`src/rtl/sync_fifo_core_pkg.sv`:
```
// Shared defaults and helpers for the single-clock FIFO slice.
// Holds default geometry, derived pointer/count widths and the entry word type.
// Imported by the interface, the storage sub-module and the FIFO top.
package sync_fifo_core_pkg;

  localparam int unsigned FIFO_DEPTH      = 8;
  localparam int unsigned FIFO_DATA_WIDTH = 8;
  localparam int unsigned PTR_W           = $clog2(FIFO_DEPTH);
  localparam int unsigned CNT_W           = PTR_W + 1;

  typedef logic [FIFO_DATA_WIDTH-1:0] entry_t;

  // True when v is a non-zero power of two.
  function automatic bit is_pow2(input int unsigned v);
    return (v != 0) && ((v & (v - 1)) == 0);
  endfunction

endpackage

```
`src/rtl/sync_fifo_core_if.sv`:
```
// Driver/responder bundle for the FIFO: push/pop requests, pop data, status flags.
// No logic of its own; purely wiring between driver and responder.
// Driver owns w_en/r_en/data_in/err_clr; responder owns everything else.
interface sync_fifo_core_if
  import sync_fifo_core_pkg::*;
#(
  parameter int DEPTH      = FIFO_DEPTH,
  parameter int DATA_WIDTH = FIFO_DATA_WIDTH
);

  localparam int CW = $clog2(DEPTH) + 1;

  logic                  w_en;
  logic                  r_en;
  logic [DATA_WIDTH-1:0] data_in;
  logic                  err_clr;
  logic [DATA_WIDTH-1:0] data_out;
  logic                  full;
  logic                  empty;
  logic                  almost_full;
  logic                  almost_empty;
  logic [CW-1:0]         count;
  logic                  overflow;
  logic                  underflow;

  modport master (
    output w_en, r_en, data_in, err_clr,
    input  data_out, full, empty, almost_full, almost_empty, count, overflow, underflow
  );

  modport slave (
    input  w_en, r_en, data_in, err_clr,
    output data_out, full, empty, almost_full, almost_empty, count, overflow, underflow
  );

endinterface

```
`src/rtl/sync_fifo_core_ram.sv`:
```
// FIFO storage: DEPTH x DATA_WIDTH, one write port, one registered read port.
// Latency: read data appears the cycle after re; holds its value otherwise.
// No backpressure; the caller guarantees legal addresses and enables.
module sync_fifo_core_ram #(
  parameter int DEPTH      = 8,
  parameter int DATA_WIDTH = 8,
  parameter int ADDR_W     = $clog2(DEPTH)
) (
  input  logic                  clk,
  input  logic                  rst_n,
  input  logic                  we_i,
  input  logic [ADDR_W-1:0]     waddr_i,
  input  logic [DATA_WIDTH-1:0] wdata_i,
  input  logic                  re_i,
  input  logic [ADDR_W-1:0]     raddr_i,
  output logic [DATA_WIDTH-1:0] rdata_o
);

  logic [DATA_WIDTH-1:0] mem_q [DEPTH];
  logic [DATA_WIDTH-1:0] rdata_q;

  // Array write; contents are deliberately left unreset.
  always_ff @(posedge clk) begin
    if (we_i) mem_q[waddr_i] <= wdata_i;
  end

  // Registered read port, cleared by reset so pop data starts at zero.
  always_ff @(posedge clk or negedge rst_n) begin
    if (!rst_n)    rdata_q <= '0;
    else if (re_i) rdata_q <= mem_q[raddr_i];
  end

  assign rdata_o = rdata_q;

endmodule

```
`src/rtl/sync_fifo_core.sv`:
```
// Single-clock FIFO responder with occupancy count, almost flags and sticky error flags.
// Latency: pop data and all flags are registered, valid the cycle after the accepting edge.
// Push while full is dropped (overflow), pop while empty is dropped (underflow).
module sync_fifo_core
  import sync_fifo_core_pkg::*;
#(
  parameter int DEPTH      = FIFO_DEPTH,
  parameter int DATA_WIDTH = FIFO_DATA_WIDTH,
  parameter int AF_LEVEL   = 6,
  parameter int AE_LEVEL   = 2
) (
  input logic             clk,
  input logic             rst_n,
  sync_fifo_core_if.slave bus
);

  localparam int AW = $clog2(DEPTH);
  localparam int PW = AW + 1;
  localparam int CW = AW + 1;

  // Parameter sanity, reported at elaboration.
  if (!is_pow2(DEPTH) || DEPTH < 2) begin : g_bad_depth
    $error("sync_fifo_core: DEPTH must be a power of two >= 2");
  end
  if (AF_LEVEL > DEPTH) begin : g_bad_af
    $error("sync_fifo_core: AF_LEVEL must not exceed DEPTH");
  end
  if (AE_LEVEL >= AF_LEVEL) begin : g_bad_ae
    $error("sync_fifo_core: AE_LEVEL must be below AF_LEVEL");
  end

  logic [PW-1:0] wr_ptr_q, wr_ptr_d;
  logic [PW-1:0] rd_ptr_q, rd_ptr_d;
  logic [CW-1:0] count_q, count_d;
  logic          full_q, full_d;
  logic          empty_q, empty_d;
  logic          af_q, af_d;
  logic          ae_q, ae_d;
  logic          ovf_q, ovf_d;
  logic          unf_q, unf_d;
  logic          push_ok;
  logic          pop_ok;

  // Acceptance uses the registered (pre-edge) flags, so full+push+pop pops only
  // and empty+push+pop pushes only; there is no fall-through path.
  assign push_ok = bus.w_en & ~full_q;
  assign pop_ok  = bus.r_en & ~empty_q;

  // Next-state pointers, count, flags derived from the next count, and sticky errors.
  always_comb begin
    wr_ptr_d = wr_ptr_q + PW'(push_ok);
    rd_ptr_d = rd_ptr_q + PW'(pop_ok);
    count_d  = count_q;
    case ({push_ok, pop_ok})
      2'b10:   count_d = count_q + CW'(1);
      2'b01:   count_d = count_q - CW'(1);
      default: count_d = count_q;
    endcase
    full_d  = (count_d == CW'(DEPTH));
    empty_d = (count_d == '0);
    af_d    = (count_d >= CW'(AF_LEVEL));
    ae_d    = (count_d <= CW'(AE_LEVEL));
    // A rejected request in the same cycle as err_clr keeps the flag set.
    ovf_d = ovf_q;
    if (bus.err_clr)            ovf_d = 1'b0;
    if (bus.w_en && full_q)     ovf_d = 1'b1;
    unf_d = unf_q;
    if (bus.err_clr)            unf_d = 1'b0;
    if (bus.r_en && empty_q)    unf_d = 1'b1;
  end

  // State registers; reset returns every visible output to its idle value at once.
  always_ff @(posedge clk or negedge rst_n) begin
    if (!rst_n) begin
      wr_ptr_q <= '0;
      rd_ptr_q <= '0;
      count_q  <= '0;
      full_q   <= 1'b0;
      empty_q  <= 1'b1;
      af_q     <= 1'b0;
      ae_q     <= 1'b1;
      ovf_q    <= 1'b0;
      unf_q    <= 1'b0;
    end else begin
      wr_ptr_q <= wr_ptr_d;
      rd_ptr_q <= rd_ptr_d;
      count_q  <= count_d;
      full_q   <= full_d;
      empty_q  <= empty_d;
      af_q     <= af_d;
      ae_q     <= ae_d;
      ovf_q    <= ovf_d;
      unf_q    <= unf_d;
    end
  end

  sync_fifo_core_ram #(
    .DEPTH      (DEPTH),
    .DATA_WIDTH (DATA_WIDTH),
    .ADDR_W     (AW)
  ) u_ram (
    .clk     (clk),
    .rst_n   (rst_n),
    .we_i    (push_ok),
    .waddr_i (wr_ptr_q[AW-1:0]),
    .wdata_i (bus.data_in),
    .re_i    (pop_ok),
    .raddr_i (rd_ptr_q[AW-1:0]),
    .rdata_o (bus.data_out)
  );

  assign bus.count        = count_q;
  assign bus.full         = full_q;
  assign bus.empty        = empty_q;
  assign bus.almost_full  = af_q;
  assign bus.almost_empty = ae_q;
  assign bus.overflow     = ovf_q;
  assign bus.underflow    = unf_q;

endmodule
```
`src/flat_wrapper.sv`:
```
// flat-port wrapper written by rule: the top's interface ports become plain ports
module sync_fifo_core_flat import sync_fifo_core_pkg::*;
#(
  parameter int DEPTH      = FIFO_DEPTH,
  parameter int DATA_WIDTH = FIFO_DATA_WIDTH,
  parameter int AF_LEVEL   = 6,
  parameter int AE_LEVEL   = 2
)
  (clk, rst_n, bus_w_en, bus_r_en, bus_data_in, bus_err_clr, bus_data_out, bus_full, bus_empty, bus_almost_full, bus_almost_empty, bus_count, bus_overflow, bus_underflow);
  sync_fifo_core_if #(.DEPTH(DEPTH), .DATA_WIDTH(DATA_WIDTH)) bus_i ();
  input logic clk;
  input logic rst_n;
  input wire logic [$bits(bus_i.w_en)-1:0] bus_w_en;
  input wire logic [$bits(bus_i.r_en)-1:0] bus_r_en;
  input wire logic [$bits(bus_i.data_in)-1:0] bus_data_in;
  input wire logic [$bits(bus_i.err_clr)-1:0] bus_err_clr;
  output wire logic [$bits(bus_i.data_out)-1:0] bus_data_out;
  output wire logic [$bits(bus_i.full)-1:0] bus_full;
  output wire logic [$bits(bus_i.empty)-1:0] bus_empty;
  output wire logic [$bits(bus_i.almost_full)-1:0] bus_almost_full;
  output wire logic [$bits(bus_i.almost_empty)-1:0] bus_almost_empty;
  output wire logic [$bits(bus_i.count)-1:0] bus_count;
  output wire logic [$bits(bus_i.overflow)-1:0] bus_overflow;
  output wire logic [$bits(bus_i.underflow)-1:0] bus_underflow;
  assign bus_i.w_en = bus_w_en;
  assign bus_i.r_en = bus_r_en;
  assign bus_i.data_in = bus_data_in;
  assign bus_i.err_clr = bus_err_clr;
  assign bus_data_out = bus_i.data_out;
  assign bus_full = bus_i.full;
  assign bus_empty = bus_i.empty;
  assign bus_almost_full = bus_i.almost_full;
  assign bus_almost_empty = bus_i.almost_empty;
  assign bus_count = bus_i.count;
  assign bus_overflow = bus_i.overflow;
  assign bus_underflow = bus_i.underflow;
  sync_fifo_core #(.DEPTH(DEPTH), .DATA_WIDTH(DATA_WIDTH), .AF_LEVEL(AF_LEVEL), .AE_LEVEL(AE_LEVEL)) u_core (.clk(clk), .rst_n(rst_n), .bus(bus_i));
endmodule
```
`config.mk`:
```
export PLATFORM = sky130hd
export DESIGN_NAME = sync_fifo_core_flat
export DESIGN_NICKNAME = d
export VERILOG_FILES = /design/src/rtl/sync_fifo_core_pkg.sv /design/src/rtl/sync_fifo_core_if.sv /design/src/rtl/sync_fifo_core_ram.sv /design/src/rtl/sync_fifo_core.sv /design/src/flat_wrapper.sv
export SDC_FILE = /design/constraint.sdc
export NUM_CORES = 1
export LEC_CHECK = 0
export CAP_MARGIN = 5
export CORE_UTILIZATION = 40
export CTS_BUF_LIST = sky130_fd_sc_hd__clkbuf_4
export DETAILED_ROUTE_END_ITERATION = 10
export PLACE_DENSITY = 0.61
export SETUP_SLACK_MARGIN = 0.4
export SLEW_MARGIN = 20
export SYNTH_ARGS = -nofsm -noshare
export SYNTH_HDL_FRONTEND = slang
export SYNTH_SLANG_ARGS = --single-unit
```
`constraint.sdc`:
```
create_clock -name clk -period 2.3 [get_ports clk]
set_clock_uncertainty 0.15 [all_clocks]
set_input_delay 0.23 -clock clk [delete_from_list [all_inputs] [get_ports clk]]
set_output_delay 0.23 -clock clk [all_outputs]
set_load 0.02 [all_outputs]
```
==> results of run 1 <==
## layer usage
| metal | global-route usage | part of all wire | vias to the layer above |
|---|---|---|---|
| met1 | 0.2040 | 0.50 | 903 |
| met2 | 0.2220 | 0.46 | 38 |
| met4 | 0.06343 | 0.014 | 0 |
| li1 | - | - | 854 |
| met5 | 0 | 0 | - |
| met3 | 0.03828 | 0.031 | 8 |
## layout by cell type, fill, tap and decap left out, drive strengths merged
cell	count
edfxtp	64
clkdlybuf4s50	25
buf	23
dfrtp	22
mux4	16
nand2	12
o21ai	11
clkbuf	10
nor2	9
mux2i	8
inv	7
dlygate4sd2	5
xor2	5
ha	5
nand2b	5
nor3	4
nor3b	3
xnor2	2
clkinvlp	2
dfstp	2
a21oi	2
mux2	1
a21boi	1
and4b	1
a31oi	1
o22ai	1
a221oi	1
a211oi	1
a21o	1
xor3	1
nor4b	1
nor2b	1
clkinv	1
bufinv	1
dlygate4sd3	1
## cell usage after synthesis (2+ instances only)
library cell and n:
a21oi_1 2, buf_2 2, clkbuf_1 3, dfrtp_1 22, dfstp_2 2, edfxtp_1 64, ha_1 5, inv_1 4
mux2i_1 8, mux4_2 16, nand2_1 12, nand2b_1 4, nor2_1 9, nor3_1 4, nor3b_1 3, o21ai_0 10
xnor2_1 2, xor2_1 4
## cell families (layout without fill, tap and decap cells)
logic type,count (synthesis),after routing
compound gates,19,19
xor+xnor,8,8
fa+ha+maj,5,5
buf+inv,12,75
flops,88,88
mux,25,25
simple gates,36,36
## per-stage QoR
step	hold slack [ns]	TNS (ns)	setup slack [ns]	area [µm²]	instances
floorplan	-0.2156	0	0.1083	3530	193
global placement	0.3137	-0.1447	-0.06336	4074	340
detailed placement	0.3203	-0.2676	-0.09788	4074	340
CTS	0.2048	0	0.1129	4253	361
global route	0.2098	-0.004024	-0.004024	4253	361
finish	0.2402	0	0.1041	4253	361
## where the power goes
| group | total [mW] | internal (mW) | leakage, nW | switching [mW] |
|---|---|---|---|---|
| clock network | 0.869 | 0.348 | 0.0711 | 0.521 |
| registers | 2.37 | 2.12 | 0.866 | 0.251 |
| logic | 2.15 | 1.12 | 0.604 | 1.03 |
## worst reg2reg max path: cells and delay by family (launching register included)
kind,cells,cell delay (ns)
buffers and inverters,1,0.04
AO/OA/AOI/OAI,2,0.41
adder cells (fa/ha/maj),1,0.16
flip-flops,1,0.55
AND/OR/NAND/NOR,3,0.57
XOR/XNOR,1,0.26
## path summary, 6_finish.rpt
check,from,endpoint,slack [ns],cells past startpoint
max,u_core.bus.empty,u_core.bus.full,0.10,8
min,bus_err_clr,u_core.bus.overflow,0.24,2
max reg2reg,u_core.bus.empty,u_core.bus.full,0.10,8
min reg2reg,u_core.u_ram.rdata_o[0],u_core.u_ram.rdata_o[0],0.34,2
max in group asynchronous,rst_n,u_core.bus.empty,1.13,3
min in group asynchronous,rst_n,u_core.u_ram.rdata_o[0],0.57,3
## final cells by class
type / instances / area [µm²] / area share
Clock inverter: 6 / 66.31 / 0.01559
Clock buffer: 10 / 75.07 / 0.01765
Multi-Input combinational cell: 93 / 942.2 / 0.2215
Inverter: 5 / 21.27 / 0.005001
Tap cell: 105 / 131.4 / 0.03089
Sequential cell: 88 / 2527 / 0.5943
Timing Repair Buffer: 54 / 489.2 / 0.1150
## timing repair
action | 4_1_cts | 5_1_grt
endpoints found under the hold margin | 14 | 0
hold buffers | 1 | 0
endpoints found under the setup margin | 11 | 7
pin swaps | 3 | 1
resized for setup | 8 | 0
setup buffers | 4 | 0
## flip-flops by register name (all words and copies together), names as in the netlist
signal and cells:
u_core.bus.full 1, u_core.bus.almost_full 1, u_core.bus.underflow 1, u_core.wr_ptr_q 3
u_core.bus.empty 1, u_core.bus.overflow 1, u_core.bus.almost_empty 1, u_core.u_ram.rdata_o 8
u_core.bus.count 4, u_core.rd_ptr_q 3, u_core.u_ram.mem_q 64
==> summary.md, run 1 <==
| Metric | Value |
|---|---|
| First drt pass iteration count | `4` |
| Clk slew on worst S/H paths | `0.13 ns` |
| Final Hold Viols | `0` |
| Mapped cell area | `3495 µm²` |
| DRT iter0 DRCs | `83` |
| Clock root buffer | `clkbuf_4` |
| FF+latch count, synth | `88` |
| Largest family of logic cells by synthesized area | `multiplexers` |
| Sequential fraction of the synthesis area | `0.7225` |
| CP Cell Sequence | `nand2b_4, inv_4, ha_4, and4b_1, o21ai_1, a221oi_2, xor2_2, nor2b_1` |
| Worst EP arrival | `2.40 ns` |
| Synth Area in Simple Gates | `0.05299` |
| Number of synthesized flops with an enable pin | `64` |
| GPL Wtd Cong | `0.7388` |
| Worst-Margin Slew | `0.5835 ns` |
| Synth warn | `0` |
| Final Cycle Share | `0.9548` |
| Routed wire length | `6.044 mm` |
| FFs w/ async S/R, synth | `0.2727` |
| N_diodes | `0` |
| Net count after synthesis | `211` |
| Initial antenna violation count | `0` |
| Status | `finished clean` |
| Routed vias/inst | `4.994` |
| Drt drc | `0` |
| DP Wirelength | `3.890 mm` |
| Clk Latency, worst-skew pair | `0.42 ns` |
| Post-Synth Adder-Cell Area | `0.01790` |
| Initial Util | `0.4190` |
| Nets | `269` |
| Clk buf depth | `2` |
| DIE WIDTH | `95.47 µm` |
| Crit path max fanout | `5` |
| Synth Area in XOR/XNOR | `0.02649` |
| Clock sinks | `88` |
| CP Launch Type | `flop` |
| Crit path time final | `2.196 ns` |
| Vias | `1803` |
| Die area | `9115 µm²` |
| Largest net degree at the start of global routing | `25` |
| Die H | `95.47 µm` |
| Core region area | `8341 µm²` |
| Tot Pwr | `5.387 mW` |
| First-pass GRT wire length | `9.370 mm` |
| Setup CP Type | `flop to flop` |
| Leak | `1.541 nW` |
| Syn Area/Cell | `18.11 µm²` |
| Final Setup Violations | `0` |
| Syn Inst Count | `193` |
| IO Port Bufs | `30` |
| Fillers | `718` |
| Final cell utilization of the core | `0.5099` |
| Slew Limit Fails | `0` |
| Bufs and invs on worst path | `1` |
| H-tree Lvls | `3` |
| Critical path's largest stage delay | `0.55 ns` |
| Fmax | `455.4 MHz` |
| HP Class | `primary input to flop` |
| Wirelength per Cell | `16.74 µm` |
| I/O pin total | `31` |
| Largest cells by area after synthesis | `edfxtp_1 55%, dfrtp_1 16%, mux4_2 10%, mux2i_1 2.3%, ha_1 1.8%` |
| Yosys cell types | `35` |
| CTS tree | `done` |
| Power Dens Cells | `1267 nW/µm²` |
| RSZ-0062 raised after global routing | `true` |
| Post-synthesis cell type with the largest combined area | `edfxtp_1` |
| P&R area growth vs syn | `21.70%` |
| Crit path required time | `2.50 ns` |
| CP top delay family | `simple AND/OR/NAND/NOR gates` |
| Overall Global Routing Usage | `0.1478` |
| Top-area cell type share of the netlist area | `0.5499` |
| Post-synthesis mux area share | `0.1293` |
| Predominant post-synthesis flop cell | `edfxtp_1` |
| Headroom to the max-slew limit | `0.6110` |
| Max capacitance violation total | `0` |
| Synth Area in Compound Gates | `0.03330` |
| Layout cells sized above 1 | `0.2734` |
| Vias in the first global route | `1762` |
| Row cnt | `33` |
| Endpoint class of the critical path | `flop` |
| VDD IR-drop max | `0.3276 mV` |
| Post-route ant nets | `0` |
| Grt total ovfl | `0` |
| TritonCTS Buffers | `9` |
| Slowest-stage cell, CP | `dfstp_2` |
No activity file was read; power rests on OpenSTA's default activity.
==> run 2: changes to the inputs <==
Settings changed: CORE_MARGIN set to 3, GPL_TIMING_DRIVEN set to 0, PLACE_DENSITY 0.61 to 0.71.
==> summary.md, run 2 (synthesized netlist as in run 1, its figures left out) <==
| Metric | Value |
|---|---|
| Endpoint class of the critical path | `flop` |
| Row cnt | `33` |
| First-pass GRT wire length | `10.45 mm` |
| VDD IR-drop max | `0.4201 mV` |
| Dpl ws | `-0.2632 ns` |
| Setup CP Type | `flop to flop` |
| Final Cycle Share | `1.008` |
| Max capacitance violation total | `0` |
| Wirelength per Cell | `18.94 µm` |
| Vias | `1869` |
| Initial Util | `0.4190` |
| Clock root buffer | `clkbuf_4` |
| Worst EP arrival | `2.54 ns` |
| Overall Global Routing Usage | `0.1435` |
| DRT iter0 DRCs | `76` |
| Die area | `9894 µm²` |
| Largest net degree at the start of global routing | `25` |
| Initial antenna violation count | `0` |
| HP Class | `primary input to async pin` |
| Layout cells sized above 1 | `0.3346` |
| IO Port Bufs | `30` |
| Crit path time final | `2.319 ns` |
| Clk slew on worst S/H paths | `0.15 ns` |
| Most frequent cells in the layout | `64 x edfxtp_1, 22 x clkdlybuf4s50_1, 19 x dfrtp_1` |
| Vias in the first global route | `1959` |
| Leak | `1.590 nW` |
| Placed cells | `328` |
| Setup_tns | `-0.01926 ns` |
| Grt total ovfl | `0` |
| H-tree Lvls | `3` |
| Die H | `99.47 µm` |
| Post-route ant nets | `0` |
| Max reg flops | `64` |
| CTS tree | `done` |
| N_diodes | `0` |
| Core region area | `8341 µm²` |
| P&R area growth vs syn | `25.28%` |
| Status | `finished, violations left` |
| Drt drc | `0` |
| Worst-Margin Slew | `0.7841 ns` |
| Routed vias/inst | `5.206` |
| Fmax | `431.2 MHz` |
| Finished Cell Area | `4378 µm²` |
| Failing checks | `negative setup slack` |
| Reg with most FFs | `u_core.u_ram.mem_q` |
| Crit path required time | `2.52 ns` |
| Clk buf depth | `2` |
| Placed Area | `3956 µm²` |
| Final cell utilization of the core | `0.5249` |
| Power Dens Cells | `1303 nW/µm²` |
| Nets | `267` |
| Slew Limit Fails | `0` |
| DIE WIDTH | `99.47 µm` |
| Clk Latency, worst-skew pair | `0.44 ns` |
| Final Hold Viols | `0` |
| Worst Setup Slack, final | `-0.01926 ns` |
| Routed wire length | `6.801 mm` |
| Fillers | `673` |
| TritonCTS Buffers | `9` |
| Commonest non-fill, non-tap cell in the layout | `edfxtp_1` |
| Fin cells | `359` |
| CP Launch Type | `flop` |
| Final Setup Violations | `1` |
| GPL Wtd Cong | `0.7783` |
| I/O pin total | `31` |
| First drt pass iteration count | `4` |
| RSZ-0062 raised after global routing | `true` |
| Headroom to the max-slew limit | `0.4773` |
| Crit path max fanout | `5` |
| DP Wirelength | `4.123 mm` |
| Clock sinks | `88` |
## run 2: worst paths after layout
path,start,to,slack (ns),depth (start not counted)
max in group asynchronous,rst_n,u_core.bus.full,1.45,2
min reg2reg,u_core.u_ram.rdata_o[2],u_core.u_ram.rdata_o[2],0.35,2
max reg2reg,u_core.bus.empty,u_core.bus.full,-0.02,8
min in group clk,bus_err_clr,u_core.bus.underflow,0.22,2
min,rst_n,u_core.bus.overflow,0.15,2
max,u_core.bus.empty,u_core.bus.full,-0.02,8
## run 2: final cells by class
class | instances | area, µm² | share of cell area
Sequential cell | 88 | 2529 | 0.5776
Timing Repair Buffer | 45 | 421.7 | 0.09631
Buffer | 7 | 75.07 | 0.01715
Tap cell | 105 | 131.4 | 0.03001
Multi-Input combinational cell | 93 | 1047 | 0.2392
Clock buffer | 9 | 67.56 | 0.01543
Clock inverter | 7 | 77.57 | 0.01772
Inverter | 5 | 28.78 | 0.006573
## run 2: layer usage
| layer | track usage | up-vias | share of wire |
|---|---|---|---|
| met5 | 0 | - | 0 |
| met4 | 0.07143 | 0 | 0.014 |
| met3 | 0.03436 | 6 | 0.054 |
| met2 | 0.2335 | 52 | 0.52 |
| met1 | 0.1806 | 947 | 0.42 |
| li1 | - | 864 | - |
## run 2: worst max-delay path, stage by stage, from the launching register on
cell      delay, ns
dfstp_2        0.56
nand2b_4       0.14
inv_4          0.04
ha_4           0.16
and4b_2        0.32
o21ai_2        0.08
a221oi_2       0.35
xor2_2         0.29
nor2b_1        0.17
## run 2: where the power goes
group / switching [mW] / leakage (nW) / internal (mW)
logic: 1.23 / 0.642 / 1.22
clock network: 0.559 / 0.0826 / 0.345
registers: 0.223 / 0.865 / 2.12
## run 2: repair_timing
item                       in CTS  in global routing
hold endpoints to repair       24                  0
pin swaps                       6                  8
hold buffers                    1                  0
setup endpoints to repair      85                 77
gates resized for setup        26                 24
setup buffers                   5                  9
## run 2: per-stage QoR
| step | total power, mW | hold WS [ns] |
|---|---|---|
| CTS | 5.484 | 0.1612 |
| detailed placement | 4.495 | 0.1151 |
| global placement | 4.422 | 0.3114 |
| finish | 5.703 | 0.1499 |
| global route | 6.055 | 0.1573 |
| floorplan | 3.753 | -0.2156 |
==> run 3: changes to the inputs <==
Settings changed: CORE_UTILIZATION 40 to 50, CTS_BUF_LIST sky130_fd_sc_hd__clkbuf_4 to sky130_fd_sc_hd__clkbuf_8, PLACE_DENSITY 0.71 to 0.83.
==> summary.md, run 3 (synthesized netlist as in run 1, its figures left out) <==
| Metric | Value |
|---|---|
| Status | `finished, violations left` |
| Failing checks | `negative setup slack` |
| Initial antenna violation count | `0` |
| CP Launch Type | `flop` |
| Endpoint class of the critical path | `flop` |
| Tot Pwr | `5.798 mW` |
| Routed vias/inst | `5.264` |
| Final Setup Violations | `3` |
| Bufs and invs on worst path | `2` |
| Max reg flops | `64` |
| H-tree Lvls | `3` |
| Vias | `1816` |
| TritonCTS Buffers | `9` |
| Drt drc | `0` |
| Wirelength per Cell | `18.91 µm` |
| RSZ-0062 raised after global routing | `true` |
| Die H | `89.60 µm` |
| Row cnt | `29` |
| Reg-to-reg critical path endpoint | `u_core.bus.almost_empty` |
| Final Cycle Share | `1.022` |
| Setup_tns | `-0.09316 ns` |
| DRT iter0 DRCs | `140` |
| DP Wirelength | `4.038 mm` |
| Crit path required time | `2.42 ns` |
| Most frequent cells in the layout | `64 x edfxtp_1, 26 x clkdlybuf4s50_1, 20 x dfrtp_1` |
| Crit path max fanout | `5` |
| I/O pin total | `31` |
| Headroom to the max-slew limit | `0.5562` |
| Clk buf depth | `2` |
| Worst EP arrival | `2.47 ns` |
| Fmax | `425.3 MHz` |
| Cell internal pwr | `3.765 mW` |
| CTS tree | `done` |
| IO Port Bufs | `30` |
| CP top delay family | `flip-flops` |
| Clock sinks | `88` |
| Clock root buffer | `clkbuf_8` |
| Reg with most FFs | `u_core.u_ram.mem_q` |
| Crit path time final | `2.352 ns` |
| Clk network pwr share | `0.166` |
| Grt total ovfl | `0` |
| Power share of the combinational group | `0.426` |
| Clk Latency, worst-skew pair | `0.36 ns` |
| Final Hold Viols | `0` |
| Layout cells sized above 1 | `0.3254` |
| Net switching power | `2.034 mW` |
| Clk slew on worst S/H paths | `0.09 ns` |
| Critical path's largest stage delay | `0.54 ns` |
| Slowest-stage cell, CP | `dfstp_2` |
| P&R area growth vs syn | `25.38%` |
| Finished Cell Area | `4382 µm²` |
| Switching share of total power | `0.3507` |
| Sequential power share | `0.408` |
| Initial Util | `0.5321` |
| N_diodes | `0` |
| Max capacitance violation total | `0` |
| Post-route ant nets | `0` |
| Worst Setup Slack, final | `-0.05154 ns` |
| Worst R2R Path Depth | `9` |
| Routed wire length | `6.525 mm` |
| Vias in the first global route | `1882` |
| Overall Global Routing Usage | `0.1738` |
| Nets | `265` |
| Worst hold margin | `0.2420 ns` |
| Fillers | `420` |
| Dpl ws | `-0.2537 ns` |
| FF-to-FF setup slack | `-0.05 ns` |
| Die area | `8028 µm²` |
| Core region area | `6568 µm²` |
| Power Dens Cells | `1323 nW/µm²` |
| Leak | `1.572 nW` |
| Commonest non-fill, non-tap cell in the layout | `edfxtp_1` |
| GPL Wtd Cong | `0.7349` |
| Setup CP Type | `flop to flop` |
| DIE WIDTH | `89.60 µm` |
| Slew Limit Fails | `0` |
| HP Class | `primary input to async pin` |
| VDD IR-drop max | `0.5777 mV` |
| CP Cell Sequence | `nand2b_4, inv_4, ha_4, and4b_1, o21ai_2, a221oi_4, xor2_2, buf_4, a211oi_2` |
| Placed Area | `3946 µm²` |
| First drt pass iteration count | `4` |
| Reg2Reg Launch Point | `u_core.bus.empty` |
| Worst-Margin Slew | `0.6657 ns` |
| Largest net degree at the start of global routing | `25` |
| First-pass GRT wire length | `9.763 mm` |
[run 3: routing by layer]
metal,part of all wire,track usage,vias to the layer above
li1,-,-,844
met1,0.44,0.2356,923
met2,0.50,0.2726,41
met5,0,0,-
met3,0.044,0.04380,8
met4,0.013,0.07037,0
[run 3: power by group through the flow]
| stage | clock network, mW | logic, mW | registers [mW] |
|---|---|---|---|
| 2_1_floorplan | 0 | 1.23 | 2.52 |
| 3_3_place_gp | 0 | 2.03 | 2.35 |
| 3_5_place_dp | 0 | 2.08 | 2.38 |
| 4_1_cts | 0.966 | 2.26 | 2.35 |
| 5_1_grt | 1.04 | 2.67 | 2.41 |
| 6_report | 0.961 | 2.47 | 2.37 |
[run 3: area by class of cell]
class,instances,area (µm²),share of cell area
flip-flops and latches,88,2527,0.5768
multi-input cells,93,1065,0.2430
repair buffers,43,407.9,0.09309
inverters,5,26.28,0.005997
plain buffers,7,63.81,0.01456
clock buffers,10,137.6,0.03141
well taps,93,116.4,0.02656
clock inverters,6,37.54,0.008567
[run 3: worst register-to-register path: stages (launching register included)]
cell and delay [ns]:
dfstp_2 0.54, nand2b_4 0.16, inv_4 0.05, ha_4 0.16
and4b_1 0.30, o21ai_2 0.09, a221oi_4 0.34, xor2_2 0.28
buf_4 0.16, a211oi_2 0.03
[run 3: timing repair]
item / 4_1_cts / 5_1_grt
hold buffers: 0 / 1
setup endpoints to repair: 81 / 50
pin swaps: 6 / 7
endpoints found under the hold margin: 0 / 22
gates resized for setup: 23 / 22
buffers inserted: 7 / 5
[run 3: worst max path at each step]
stage                           startpoint                      end  cells past startpoint
after global routing      u_core.bus.empty  u_core.bus.almost_empty                      9
after CTS                 u_core.bus.empty          u_core.bus.full                      8
final                     u_core.bus.empty  u_core.bus.almost_empty                      9
after global placement            bus_w_en  u_core.bus.almost_empty                     11
after detailed placement          bus_w_en  u_core.bus.almost_empty                     11
after floorplan           u_core.bus.empty   u_core.bus.almost_full                      8
[run 3: per-stage QoR]
stage,util,std cells
detailed placement,0.6009,316
finish,0.6672,345
floorplan,-,193
global placement,0.6009,316
global route,0.6672,345
CTS,0.6451,339
